### src/rtl/key_hex_counter.sv
// ---------------------------------------------------------------------------
// key_hex_counter
//
// Debounces one raw, active-low push button and counts the accepted presses
// in a 4-bit wrapping hex register. The register feeds a single-digit
// seven-segment encoder. The block also exports a one-cycle press strobe and
// the debounced key level to other logic.
//
// Ports:
//   clk        system clock, all state changes on its rising edge
//   rst        asynchronous, active-high reset
//   key_in     raw button level, asynchronous to clk, 0 = pressed
//   clr        synchronous, level-sensitive clear of the press count
//   value      press count 0x0..0xF (seven-segment encoder input)
//   key_flag   one-cycle pulse on each accepted press
//   key_state  debounced level, 1 = pressed
//
// Parameters:
//   CNT_MAX    consecutive stable samples required to accept a key edge (>= 2)
// ---------------------------------------------------------------------------
module key_hex_counter #(
    parameter int CNT_MAX = 1_000_000
) (
    input  logic       clk,
    input  logic       rst,
    input  logic       key_in,
    input  logic       clr,
    output logic [3:0] value,
    output logic       key_flag,
    output logic       key_state
);

    localparam int CNT_W = $clog2(CNT_MAX);

    localparam logic [CNT_W-1:0] CNT_LAST = CNT_W'(CNT_MAX - 1);
    localparam logic [CNT_W-1:0] CNT_ONE  = CNT_W'(1);

    // Debounce FSM encoding
    localparam logic [1:0] IDLE    = 2'd0;
    localparam logic [1:0] FILT_DN = 2'd1;
    localparam logic [1:0] DOWN    = 2'd2;
    localparam logic [1:0] FILT_UP = 2'd3;

    logic             sync1_q;
    logic             sync2_q;
    logic             key_s;

    logic [1:0]       state_q;
    logic [1:0]       state_d;
    logic [CNT_W-1:0] cnt_q;
    logic [CNT_W-1:0] cnt_d;
    logic             accept;

    logic [3:0]       value_q;
    logic [3:0]       value_d;
    logic             flag_q;
    logic             flag_d;
    logic             keystate_q;
    logic             keystate_d;

    // Two-flop synchronizer; resets to the released level so a reset never
    // looks like the start of a press.
    always_ff @(posedge clk or posedge rst) begin
        if (rst) begin
            sync1_q <= 1'b1;
            sync2_q <= 1'b1;
        end else begin
            sync1_q <= key_in;
            sync2_q <= sync1_q;
        end
    end

    assign key_s = sync2_q;

    // Debounce FSM. Each filter state counts consecutive samples at the new
    // level; any sample back at the old level abandons the filter. A press is
    // accepted on the CNT_MAX-th consecutive low sample.
    always_comb begin
        state_d = state_q;
        cnt_d   = cnt_q;
        accept  = 1'b0;
        case (state_q)
            IDLE: begin
                if (!key_s) begin
                    state_d = FILT_DN;
                    cnt_d   = CNT_ONE;
                end else begin
                    cnt_d   = '0;
                end
            end
            FILT_DN: begin
                if (key_s) begin
                    state_d = IDLE;
                    cnt_d   = '0;
                end else if (cnt_q == CNT_LAST) begin
                    state_d = DOWN;
                    cnt_d   = '0;
                    accept  = 1'b1;
                end else begin
                    cnt_d   = cnt_q + CNT_ONE;
                end
            end
            DOWN: begin
                if (key_s) begin
                    state_d = FILT_UP;
                    cnt_d   = CNT_ONE;
                end
            end
            FILT_UP: begin
                if (!key_s) begin
                    state_d = DOWN;
                    cnt_d   = '0;
                end else if (cnt_q == CNT_LAST) begin
                    state_d = IDLE;
                    cnt_d   = '0;
                end else begin
                    cnt_d   = cnt_q + CNT_ONE;
                end
            end
            default: begin
                state_d = IDLE;
                cnt_d   = '0;
            end
        endcase
    end

    // Output next-state: clear dominates an acceptance on the same edge, but
    // the strobe and the debounced level are unaffected by clear.
    always_comb begin
        value_d    = value_q;
        if (clr) begin
            value_d = 4'h0;
        end else if (accept) begin
            value_d = value_q + 4'h1;
        end
        flag_d     = accept;
        keystate_d = (state_d == DOWN) || (state_d == FILT_UP);
    end

    // State and output registers
    always_ff @(posedge clk or posedge rst) begin
        if (rst) begin
            state_q    <= IDLE;
            cnt_q      <= '0;
            value_q    <= 4'h0;
            flag_q     <= 1'b0;
            keystate_q <= 1'b0;
        end else begin
            state_q    <= state_d;
            cnt_q      <= cnt_d;
            value_q    <= value_d;
            flag_q     <= flag_d;
            keystate_q <= keystate_d;
        end
    end

    assign value     = value_q;
    assign key_flag  = flag_q;
    assign key_state = keystate_q;

endmodule

### config.mk
export PLATFORM = sky130hd
export DESIGN_NAME = key_hex_counter
export DESIGN_NICKNAME = d
export VERILOG_FILES = /design/src/rtl/key_hex_counter.sv
export SDC_FILE = /design/constraint.sdc
export NUM_CORES = 1
export LEC_CHECK = 0
export CORE_MARGIN = 1.5
export CORE_UTILIZATION = 42
export DETAILED_ROUTE_END_ITERATION = 8
export PLACE_DENSITY = 0.56
export SETUP_SLACK_MARGIN = 0.4
export SYNTH_ARGS = -nofsm -noshare
export SYNTH_HDL_FRONTEND = slang
export SYNTH_SLANG_ARGS = --single-unit
### constraint.sdc
create_clock -name clk -period 2.88 [get_ports clk]
set_clock_uncertainty 0.15 [all_clocks]
set_input_delay 0.432 -clock clk [delete_from_list [all_inputs] [get_ports clk]]
set_output_delay 0.432 -clock clk [all_outputs]
set_load 0.01 [all_outputs]
==> results of run 1 <==
cells by family (layout without fill, tap and decap cells):
kind of cell               Yosys count  after routing  synth area share
AOI/OAI and AO/OA                   44             44             0.177
xor gates and xnor gates             4              4            0.0225
adders and majority gates            2              2            0.0161
buffers and inverters               12             25            0.0322
DFF                                 30             30             0.485
muxes                                3              3            0.0193
and+or+nand+nor                     66             66             0.248
layout make-up:
type | instances | area [sq um] | share of cell area
inverters | 6 | 22.5 | 0.0127
well taps | 46 | 57.6 | 0.0325
multi-input cells | 119 | 754 | 0.426
repair buffers | 11 | 105 | 0.0593
clock buffers | 8 | 80.1 | 0.0452
flip-flops and latches | 30 | 753 | 0.425
per-stage QoR:
step	area [sq um]	util
3_5_place_dp	1690	0.492
5_1_grt	1770	0.515
4_1_cts	1770	0.515
3_3_place_gp	1690	0.492
2_1_floorplan	1550	-
6_report	1770	0.515
cell usage after synthesis (all sizes together), types with 2 or more instances:
cell type,n,area share
a41oi,2,0.011
inv,6,0.014
or3,2,0.0081
mux2i,3,0.019
buf,5,0.015
nand2b,2,0.0081
or2,2,0.0081
xnor2,3,0.017
o21ai,7,0.023
dfrtp,28,0.45
nor4,3,0.026
and3,3,0.012
nor2,11,0.027
nand3,15,0.048
a31oi,13,0.052
o2bb2ai,2,0.011
dfstp,2,0.034
o211ai,2,0.0097
a21oi,13,0.042
nand2,18,0.043
a22o,3,0.017
ha,2,0.016
nand4,4,0.035
layer usage:
metal | up-vias | global-route usage | part of all wire
met3 | 4 | 0.0528 | 0.039
met4 | 0 | 0.0571 | 0.010
li1 | 619 | - | -
met1 | 602 | 0.228 | 0.50
met2 | 25 | 0.242 | 0.45
met5 | - | 0 | 0
power breakdown:
| group | switching (mW) | leakage [nW] | internal, mW | total, mW |
|---|---|---|---|---|
| logic | 0.0253 | 0.289 | 0.0158 | 0.0411 |
| registers | 0.0167 | 0.407 | 0.432 | 0.448 |
| clock network | 0.144 | 0.0395 | 0.171 | 0.315 |
| total | 0.186 | 0.736 | 0.619 | 0.805 |
worst paths after layout:
| kind | slack [ns] | endpoint | startpoint |
|---|---|---|---|
| setup / recovery | 0.74 | value[3]$_DFFE_PP0P_ | cnt_q[0]$_DFFE_PP0P_ |
| hold / removal | 0.21 | key_s$_DFF_PP1_ | sync1_q$_DFF_PP1_ |
| setup reg to reg | 0.74 | value[3]$_DFFE_PP0P_ | cnt_q[0]$_DFFE_PP0P_ |
| hold reg to reg | 0.21 | key_s$_DFF_PP1_ | sync1_q$_DFF_PP1_ |
| max in group asynchronous | 1.61 | value[3]$_DFFE_PP0P_ | rst |
| min in group asynchronous | 0.34 | cnt_q[3]$_DFFE_PP0P_ | rst |
registers in the layout (all words and copies together), names as in the netlist:
register	cells
key_state	1
cnt_q	20
value	4
key_s	1
state_q	2
key_flag	1
sync1_q	1
critical path, delay by kind of cell, from the launching register on:
kind / cells / cell delay, ns
AO/OA/AOI/OAI: 1 / 0.14
adder cells (fa/ha/maj): 1 / 0.26
buffers and inverters: 1 / 0.11
flip-flops: 1 / 0.42
AND/OR/NAND/NOR: 3 / 0.99
==> results.py, run 1 <==
metrics = {
    "clock_tree": {
        "clock_latency_ns": 0.28,
        "htree_levels": 2,
        "clkSlewWorstSetupHoldPaths_ns": 0.06,
        "clkSinkCount": 30,
        "cts_setup_buffers": 0,
        "postCtsHoldBufs": 0,
        "clockBufferDepth": 2,
        "cts_made_buffers": 5,
        "cts_tree": "yes",
        "root_buffer": "clkbuf_8",
        "cts_resized": 0,
    },
    "timing": {
        "fin_ws_ns": 0.738,
        "fin_crit_ns": 2.14,
        "tns_ns": 0,
        "setup_viol_count_final": 0,
        "max_freq_mhz": 467,
        "whs_ns": 0.206,
        "fin_crit_sh": 0.744,
        "finalHoldViolCount": 0,
        "rsz0062_at_grt": "no",
        "drv_slew": 0,
        "relSlewSlack": 0.532,
        "worst_slew_pin_slew_ns": 0.700,
    },
    "logic_synthesis": {
        "synthCells": 161,
        "yosys_warnings": 0,
        "synthArstFlopShare": 1.00,
        "synth_seq_area_share": 0.485,
        "synth-main-ff-cell": "dfrtp_1",
        "yosys_register_bits": 30,
        "syn_area_sq_um": 1550,
        "yosysUniqueCellTypes": 37,
        "synth_edf_count": 0,
        "synth_nets": 167,
        "avgSynthCellArea_sq_um": 9.65,
    },
    "drt": {
        "totalWireLength_um": 3030,
        "drt.antenna.violating_nets": 0,
        "vias": 1250,
        "drc": 0,
        "vias_per_cell": 5.68,
        "first_iter_violations": 101,
        "drt_first_pass_iters": 4,
        "wire_per_inst_um": 13.8,
    },
    "critical_path": {
        "critPathMaxFanout": 7,
        "end_kind": "register",
        "critPathMaxStageDelay_ns": 0.42,
        "crit_chain": "ha_1 -> inv_1 -> nor4_4 -> nand4_4 -> or3_1 -> a21oi_1",
        "start_kind": "register",
        "r2r_cells": 6,
        "slowest_stage": "dfrtp_1",
        "path_class": "reg -> reg",
        "arrival_ns": 2.19,
        "cp.required_ns": 2.92,
    },
    "pwr": {
        "power.density_nw_per_um2": 454,
        "power.static_leakage_nw": 0.736,
        "p_total_uw": 805,
        "ir_worst_vdd_uv": 301,
    },
    "finish": {
        "n_antenna_cell": 0,
        "drive_above_1_share": 0.0920,
        "nets": 179,
        "num-fill-cells": 316,
        "area.growth.synth_to_final_pct": 14.1,
        "final_cell_mix": "dfrtp_1 (28), nand2_1 (18), nand3_1 (15)",
        "layout_commonest_cell": "dfrtp_1",
        "stdcell_count": 220,
    },
    "global_route": {
        "grt_remaining_overflow": 0,
        "grt_pass1_vias": 1160,
        "grt_pass1_wl_um": 5310,
        "antenna_found_initial": 0,
        "grt_usage": 0.165,
        "grt_max_degree": 35,
    },
    "worst_hold_path": {
        "hold_path.class": "reg -> reg",
        "hold_depth": 0,
    },
    "die": {
        "fp-row-count": 21,
        "start_util": 0.451,
        "ioPinCount": 10,
        "dieArea_sq_um": 4070,
        "die_x_um": 63.8,
        "die_h_um": 63.8,
        "fp.coreArea_sq_um": 3440,
    },
    "placed_design": {
        "dp.cells": 212,
        "dp_hpwl_um": 2090,
        "routabilityCongestion": 0.804,
        "dp_worst_setup_slack_ns": 0.755,
        "io_buffers": 9,
    },
    "run": {
        "cap_viol_max_count": 0,
    },
    "run_status": {
        "outcome": "complete, no violations",
    },
}
No activity file was read; power rests on OpenSTA's default activity.
==> run 2: changes to the inputs <==
==> constraint.sdc (replaced) <==
create_clock -name clk -period 2.05 [get_ports clk]
set_clock_uncertainty 0.15 [all_clocks]
set_input_delay 0.3075 -clock clk [delete_from_list [all_inputs] [get_ports clk]]
set_output_delay 0.3075 -clock clk [all_outputs]
set_load 0.01 [all_outputs]
==> run 2 against run 1 <==
Compared with the run above: via count rose by 14%; total power grew 46%; critical path depth grew 3; non-clock buffer count is 31 higher; utilization up 12 points; combinational power grew to 2.8 times the previous value; global-route usage up 4.0 points; count of clock-buffer cells in the layout decreased by 1; maximum frequency is 16% higher; worst hold slack worse by 0.0017 ns; die area is the same; setup slack worse by 0.54 ns; critical endpoint is now cnt_q[17]$_DFFE_PP0P_; largest cell class unchanged.
==> results.py, run 2 (synthesis gave the netlist of run 1 again) <==
metrics = {
    "finish": {
        "top_register": "cnt_q",
        "largest_reg_flops": 20,
        "num-fill-cells": 274,
        "layout_commonest_cell": "buf_4",
        "post-route-util": 0.636,
        "multi_input_area_sq_um": 901,
        "n_antenna_cell": 0,
        "drive_above_1_share": 0.397,
        "area.growth.synth_to_final_pct": 41.0,
        "nets": 210,
        "seqCellArea_sq_um": 757,
        "final_cell_mix": "buf_4 (26), dfrtp_1 (25), nand2_1 (15)",
    },
    "clock_tree": {
        "root_buffer": "clkbuf_8",
        "clockBufferDepth": 2,
        "cts_tree": "yes",
        "clkSlewWorstSetupHoldPaths_ns": 0.06,
        "cts_made_buffers": 5,
        "htree_levels": 2,
        "clock_latency_ns": 0.28,
        "clkSinkCount": 30,
    },
    "pwr": {
        "ir_worst_vdd_uv": 334,
        "power.density_nw_per_um2": 535,
        "power.static_leakage_nw": 0.947,
    },
    "critical_path": {
        "critPathMaxStageDelay_ns": 0.38,
        "slowest_stage": "dfrtp_1",
        "crit_family": "buffers and inverters",
        "start_kind": "register",
        "crit_chain": "ha_2 -> inv_2 -> nor4_4 -> buf_4 -> a21oi_4 -> buf_6 -> buf_8 -> nand2_1 -> a31oi_1",
        "path_class": "reg -> reg",
        "worst-path-buf-inv": 4,
        "cp.required_ns": 2.10,
        "arrival_ns": 1.90,
        "critPathMaxFanout": 7,
        "end_kind": "register",
    },
    "die": {
        "ioPinCount": 10,
        "start_util": 0.451,
        "fp-row-count": 21,
        "fp.coreArea_sq_um": 3440,
        "die_h_um": 63.8,
        "dieArea_sq_um": 4070,
        "die_x_um": 63.8,
    },
    "global_route": {
        "grt_pass1_vias": 1443,
        "antenna_found_initial": 0,
        "grt_remaining_overflow": 0,
        "grt_usage": 0.204,
        "grt_pass1_wl_um": 6560,
        "grt_max_degree": 31,
    },
    "run_status": {
        "outcome": "complete, no violations",
    },
    "drt": {
        "first_iter_violations": 103,
        "drt.antenna.violating_nets": 0,
        "totalWireLength_um": 3770,
        "drt_first_pass_iters": 4,
        "vias": 1419,
        "drc": 0,
        "vias_per_cell": 5.68,
        "wire_per_inst_um": 15.1,
    },
    "timing": {
        "drv_slew": 0,
        "fin_crit_sh": 0.904,
        "setup_viol_count_final": 0,
        "worst_slew_pin_slew_ns": 0.386,
        "finalHoldViolCount": 0,
        "relSlewSlack": 0.743,
        "rsz0062_at_grt": "yes",
        "max_freq_mhz": 540,
        "fin_crit_ns": 1.85,
        "tns_ns": 0,
    },
    "placed_design": {
        "routabilityCongestion": 0.773,
        "dp_hpwl_um": 2350,
        "io_buffers": 9,
    },
    "worst_hold_path": {
        "hold_path.class": "reg -> reg",
    },
    "run": {
        "cap_viol_max_count": 0,
    },
}
[run 2: cell types whose count changed in the layout (fill, tap and decap cells not counted), moves of 3 or more]
cell | before | now
nand2_2 | 0 | 3
dfrtp_1 | 28 | 25
buf_4 | 2 | 26
a21oi_2 | 1 | 10
a21oi_1 | 12 | 1
buf_6 | 0 | 5
o21ai_0 | 7 | 3
nand3_1 | 15 | 12
nand2_1 | 18 | 15
dfrtp_2 | 0 | 3
nand3_2 | 0 | 3
clkdlybuf4s50_1 | 9 | 6
[run 2: path summary, 6_finish.rpt]
kind | startpoint | to | slack, ns | depth (start not counted)
max in group asynchronous | rst | sync1_q$_DFF_PP1_ | 1.17 | 3
max reg2reg | cnt_q[0]$_DFFE_PP0P_ | cnt_q[17]$_DFFE_PP0P_ | 0.20 | 9
min reg2reg | sync1_q$_DFF_PP1_ | key_s$_DFF_PP1_ | 0.20 | 0
min in group asynchronous | rst | state_q[1]$_DFF_PP0_ | 0.25 | 3
max | cnt_q[0]$_DFFE_PP0P_ | cnt_q[17]$_DFFE_PP0P_ | 0.20 | 9
min | sync1_q$_DFF_PP1_ | key_s$_DFF_PP1_ | 0.20 | 0
[run 2: routing by layer]
layer	wire length, um	vias to the layer above	part of all wire	track usage
met5	0	-	0	0
met1	1690	709	0.45	0.251
met4	42	0	0.011	0.0598
met3	126	7	0.033	0.0511
li1	-	682	-	-
met2	1910	21	0.51	0.352
[run 2: per-stage QoR]
step | area, sq um | setup slack, ns | hold slack [ns] | power, mW | cells
floorplan | 1580 | 0.209 | 0.162 | 0.684 | 161
global placement | 1780 | 0.136 | 0.196 | 0.717 | 222
detailed placement | 1780 | 0.100 | 0.198 | 0.719 | 222
CTS | 2020 | 0.192 | 0.206 | 1.17 | 242
global route | 2190 | 0.112 | 0.208 | 1.23 | 250
finish | 2190 | 0.198 | 0.205 | 1.17 | 250
[run 2: power by group]
group	internal, mW	total (mW)	leakage, nW	switching, mW
clock	0.233	0.437	0.0383	0.204
combinational	0.0543	0.116	0.507	0.0618
sequential	0.606	0.620	0.402	0.0130
[run 2: final cells by class]
class                           count  area share
Multi-Input combinational cell    119       0.411
Sequential cell                    30       0.346
Timing Repair Buffer               42       0.172
Clock buffer                        7      0.0348
Tap cell                           46      0.0263
Inverter                            6      0.0103
[run 2: worst register-to-register path, stage by stage (launching register included)]
cell	delay, ns
dfrtp_1	0.38
ha_2	0.19
inv_2	0.08
nor4_4	0.05
buf_4	0.14
a21oi_4	0.30
buf_6	0.15
buf_8	0.12
nand2_1	0.05
a31oi_1	0.17
[run 2: what timing repair did]
action,4_1_cts,5_1_grt
pin swaps,20,11
buffers inserted,11,8
hold buffers,0,0
resized for setup,25,27
gates cloned,2,0
setup endpoints to repair,30,30
